`config.mk`:
```
export PLATFORM = sky130hd
export DESIGN_NAME = csa_resolve_seq
export DESIGN_NICKNAME = d
export VERILOG_FILES = /design/src/rtl/csa_resolve_seq.sv
export SDC_FILE = /design/constraint.sdc
export NUM_CORES = 1
export LEC_CHECK = 0
export CORE_UTILIZATION = 55
export CTS_CLUSTER_SIZE = 25
export DETAILED_ROUTE_END_ITERATION = 10
export GPL_ROUTABILITY_DRIVEN = 0
export PLACE_DENSITY = 0.85
export SLEW_MARGIN = 20
export SYNTH_ARGS = -nofsm -noshare
export SYNTH_HDL_FRONTEND = slang
export SYNTH_SLANG_ARGS = --single-unit
```
`constraint.sdc`:
```
create_clock -name clk -period 5.35 [get_ports clk]
set_input_delay 1.07 -clock clk [delete_from_list [all_inputs] [get_ports clk]]
set_output_delay 1.07 -clock clk [all_outputs]
set_load 0.1 [all_outputs]
```
`src/rtl/csa_resolve_seq.sv`:
```
// csa_resolve_seq: resolves a carry-save pair (in_a + in_b) into one binary sum using a
// multi-cycle chunked ripple addition. CHUNK bits are resolved per clock, with the carry
// held in a register between chunks, so a result takes NCHUNK = ceil(WIDTH/CHUNK) cycles.
//
// Ports:
//   clk        clock, all state updates on the rising edge
//   rst_n      synchronous active-low reset
//   in_a/in_b  carry-save operand pair (carry word / sum word)
//   in_valid   operand pair valid
//   in_ready   block can accept a pair (IDLE only, low while rst_n is low)
//   sum        resolved result, (in_a + in_b) mod 2^WIDTH, held after delivery
//   out_valid  sum valid (DONE)
//   out_ready  downstream accepts sum
//   ovf        carry out of bit WIDTH-1 (only when CSA_RESOLVE_OVF_EN is defined)
//
// Optional feature macro: CSA_RESOLVE_OVF_EN adds the ovf output and its flop.

module csa_resolve_seq #(
  parameter int unsigned WIDTH = 17,
  parameter int unsigned CHUNK = 4
) (
  input  logic             clk,
  input  logic             rst_n,
  input  logic [WIDTH-1:0] in_a,
  input  logic [WIDTH-1:0] in_b,
  input  logic             in_valid,
  output logic             in_ready,
  output logic [WIDTH-1:0] sum,
  output logic             out_valid,
  input  logic             out_ready
`ifdef CSA_RESOLVE_OVF_EN
  ,
  output logic             ovf
`endif
);

  localparam int unsigned NumChunks = (WIDTH + CHUNK - 1) / CHUNK;
  localparam int unsigned KWidth    = (NumChunks > 1) ? $clog2(NumChunks) : 1;
  // Width of the final (possibly narrow) chunk.
  localparam int unsigned LastW     = WIDTH - (NumChunks - 1) * CHUNK;
  localparam logic [KWidth-1:0] LastK = KWidth'(NumChunks - 1);

  typedef enum logic [1:0] {
    StIdle,
    StAdd,
    StDone
  } state_e;

  state_e             state_q, state_d;
  logic [WIDTH-1:0]   a_q, a_d;
  logic [WIDTH-1:0]   b_q, b_d;
  logic [WIDTH-1:0]   sum_q, sum_d;
  logic               carry_q, carry_d;
  logic [KWidth-1:0]  k_q, k_d;
`ifdef CSA_RESOLVE_OVF_EN
  logic               ovf_q, ovf_d;
`endif

  // Chunk datapath
  logic [31:0]        chunk_lsb;
  logic [CHUNK-1:0]   a_chunk;
  logic [CHUNK-1:0]   b_chunk;
  logic [CHUNK:0]     chunk_sum;
  logic               chunk_carry;
  logic [WIDTH-1:0]   chunk_mask;
  logic [WIDTH-1:0]   chunk_bits;

  always_comb begin
    chunk_lsb = 32'(k_q) * CHUNK;
    // Bits beyond WIDTH shift in as zero, so a narrow last chunk needs no special casing
    // of the operands, only of where its carry out lands.
    a_chunk   = CHUNK'(a_q >> chunk_lsb);
    b_chunk   = CHUNK'(b_q >> chunk_lsb);
    chunk_sum = {1'b0, a_chunk} + {1'b0, b_chunk} + {{CHUNK{1'b0}}, carry_q};
    chunk_carry = (k_q == LastK) ? chunk_sum[LastW] : chunk_sum[CHUNK];
    // Anything shifted past bit WIDTH-1 (including the final carry) falls off here.
    chunk_mask = WIDTH'({CHUNK{1'b1}}) << chunk_lsb;
    chunk_bits = WIDTH'(chunk_sum[CHUNK-1:0]) << chunk_lsb;
  end

  // Next-state and outputs
  always_comb begin
    state_d   = state_q;
    a_d       = a_q;
    b_d       = b_q;
    sum_d     = sum_q;
    carry_d   = carry_q;
    k_d       = k_q;
`ifdef CSA_RESOLVE_OVF_EN
    ovf_d     = ovf_q;
`endif
    in_ready  = 1'b0;
    out_valid = 1'b0;

    unique case (state_q)
      StIdle: begin
        in_ready = rst_n;
        if (in_valid) begin
          a_d     = in_a;
          b_d     = in_b;
          carry_d = 1'b0;
          k_d     = '0;
`ifdef CSA_RESOLVE_OVF_EN
          ovf_d   = 1'b0;
`endif
          state_d = StAdd;
        end
      end
      StAdd: begin
        sum_d   = (sum_q & ~chunk_mask) | (chunk_bits & chunk_mask);
        carry_d = chunk_carry;
        k_d     = k_q + 1'b1;
        if (k_q == LastK) begin
`ifdef CSA_RESOLVE_OVF_EN
          ovf_d   = chunk_carry;
`endif
          state_d = StDone;
        end
      end
      StDone: begin
        out_valid = 1'b1;
        if (out_ready) begin
          state_d = StIdle;
        end
      end
      default: begin
        state_d = StIdle;
      end
    endcase
  end

  always_ff @(posedge clk) begin
    if (!rst_n) begin
      state_q <= StIdle;
      a_q     <= '0;
      b_q     <= '0;
      sum_q   <= '0;
      carry_q <= 1'b0;
      k_q     <= '0;
`ifdef CSA_RESOLVE_OVF_EN
      ovf_q   <= 1'b0;
`endif
    end else begin
      state_q <= state_d;
      a_q     <= a_d;
      b_q     <= b_d;
      sum_q   <= sum_d;
      carry_q <= carry_d;
      k_q     <= k_d;
`ifdef CSA_RESOLVE_OVF_EN
      ovf_q   <= ovf_d;
`endif
    end
  end

  assign sum = sum_q;
`ifdef CSA_RESOLVE_OVF_EN
  assign ovf = ovf_q;
`endif

endmodule

```
==> out/summary.txt <==
maximum fanout along the worst path = 61
cell area after layout = 0.00345 sq mm
leading cell types in the layout, fill and taps excluded = nand2_1, dfxtp_1, clkdlybuf4s50_1
hold path depth = 2
vias post-DR = 2274
I/O Pins = 57
CTS tree = yes
switching power = 0.265 mW
placed instance area = 0.00328 sq mm
CP Capture Type = output pin
post-synth top area share = 41.8%
largest net degree at the start of global routing = 62
setup TNS = 0 ns
largest delay contributor family on the critical path = buffers and inverters
Syn Nets = 350
Mapped Area = 0.00273 sq mm
DPL Wire Length = 3700 um
R2R Path Start = k_q[0]$_SDFFE_PN0P_
Yosys reg bits = 57
Post-synth EDFFs = 0
clock transition at the registers of the reported paths = 0.06 ns
unrepaired setup endpoints after global routing = false
Flop pwr share = 47.3%
Post-Synthesis Cells = 302
CTS Buf Count = 9
Int Pwr = 0.708 mW
clk sinks = 57
layout cells sized above 1 = 8.91%
CTS H-tree lvls = 3
Synth Flop Type = dfxtp_1
vias in the first global route = 2239
Fmax = 284 MHz
post-synthesis sequential area ratio = 41.8%
Combinational Power Share = 16.1%
# rows = 25
crit start category = primary input
YS warnings = 0
die area = 0.00525 sq mm
Clock power frac = 36.6%
LEAKAGE = 1.30 nW
Antenna Cells = 0
Area contributors post-synth = dfxtp_1, nand2_1, a21boi_0
placed cells = 410
critical-path cell list = clkdlybuf4s50_1 -> buf_4 -> and2_1 -> buf_4
drt wl/cell = 12.8 um
Crit path top cell by count = buf_4
synth unique cells = 37
fin nets = 402
worst slew pin tran = 0.967 ns
CTS max path bufs = 2
number of max-cap violations = 0
1st-iter DRT viols = 150
antenna viol nets, final = 0
post-CTS setup buffer count = 0
gr usage total = 23.4%
core area = 0.00475 sq mm
first-pass GRT wire length = 9450 um
final hold violations = 0
relative slew slack = 35.3%
Max IR drop VDD = 0.171 mV
reg2reg path depth = 9
DRC = 0
Hold Crit Class = flop to flop
CTS resizes = 0
initial antenna violation count = 0
multi-input logic area = 0.00147 sq mm
Largest stage delay, worst path = 0.46 ns
P&R area growth vs syn = 26.4%
Synth area leader = dfxtp_1
final slew viol count = 0
drt total wl = 5440 um
non-filler cells, final = 426
Clock Skews = 0.00623 ns
final setup fails = 0
Crit Path Category = primary input to output pin
syn_area_per_cell = 9.04 sq um
worst-skew pair later-pin latency = 0.33 ns
worst setup path end = in_ready
crit path launch = rst_n
sw frac = 27.2%
drt first pass iters = 5
WP buf/inv = 3
ys async rst share = 0%
hold_buf cts = 0
Final Cycle Share = 65.9%
Critical Path AT = 2.45 ns
critical path depth in cells = 4
power density cells = 282 mW/mm^2
Chip Height = 72.5 um
Crit Reg-Reg Endpoint = carry_q$_SDFFE_PN0P_
DR vias/cell = 5.34
Reg2Reg Setup Slack = 2.08 ns
root buffer cell = clkbuf_8
status = finished clean
Critical Path RT = 4.28 ns
die span in x = 72.5 um
Register Area = 0.00114 sq mm
input/output buffers = 56
Crit-path slowest cell = clkdlybuf4s50_1
fillers = 391
Starting Density = 57.4%
fin crit period = 3.52 ns
commonest non-fill, non-tap cell in the layout = nand2_1
grt total ovfl = 0
-- worst min path at each step --
stage | endpoint | start | slack (ns)
after floorplan | b_q[5]$_SDFFE_PN0P_ | b_q[5]$_SDFFE_PN0P_ | 0.43
after global placement | b_q[5]$_SDFFE_PN0P_ | b_q[5]$_SDFFE_PN0P_ | 0.44
after detailed placement | flop | flop | 0.44
after CTS | flop | flop | 0.45
after global routing | a_q[9]$_SDFFE_PN0P_ | a_q[9]$_SDFFE_PN0P_ | 0.47
final | flop | flop | 0.45
-- cell families after synthesis --
logic type | count (synthesis) | synth area share, %
compound gates | 66 | 18.0
buf+inv | 20 | 4.35
mux | 8 | 7.01
fa+ha+maj | 10 | 5.13
flops | 57 | 41.8
xor+xnor | 1 | 0.321
simple gates | 140 | 23.4
-- Yosys cell counts (4+ instances only) --
| library cell | number |
|---|---|
| ha_1 | 8 |
| and2_1 | 11 |
| buf_6 | 5 |
| buf_2 | 5 |
| o21ai_0 | 6 |
| dfxtp_1 | 57 |
| mux4_2 | 5 |
| nor2_1 | 4 |
| inv_1 | 4 |
| a21boi_1 | 15 |
| nand3_1 | 20 |
| nor2b_1 | 4 |
| a21boi_0 | 32 |
| clkbuf_1 | 6 |
| nand2_1 | 91 |
-- tightest hold or removal path, cell delays in order (launching register included) --
cell and delay [ns]:
dfxtp_1 0.31, nand2_1 0.05, a21boi_1 0.05
-- per-layer routing --
layer  vias up  GRT usage (%)  routed length [um]
met5         -              0                   0
met4         0           12.6                 149
met3        17           5.00                 233
met2        73           41.0                2690
met1      1049           26.4                2360
li1       1135              -                   -
-- power by group through the flow --
stage	Sequential (mW)	Clock (mW)	Combinational, mW
2_1_floorplan	0.478	0	0.0997
3_3_place_gp	0.469	0	0.154
3_5_place_dp	0.470	0	0.156
4_1_cts	0.461	0.356	0.158
5_1_grt	0.464	0.376	0.174
6_report	0.460	0.356	0.157
-- final cells by class --
| cell class | count | share of cell area, % |
|---|---|---|
| Clock buffer | 13 | 4.60 |
| Clock inverter | 3 | 0.435 |
| Inverter | 4 | 0.435 |
| Sequential cell | 57 | 33.1 |
| Timing Repair Buffer | 57 | 16.4 |
| Multi-Input combinational cell | 225 | 42.6 |
| Tap cell | 67 | 2.43 |
-- per-stage QoR --
stage	total power, mW	hold slack, ns	utilization (%)	worst slack [ns]
global route	1.01	0.473	72.6	1.77
floorplan	0.578	0.430	-	2.21
finish	0.973	0.448	72.6	1.83
global placement	0.623	0.437	68.9	1.84
detailed placement	0.626	0.445	68.9	1.84
CTS	0.974	0.451	72.6	1.83
Power figures use the tool's default switching activity.
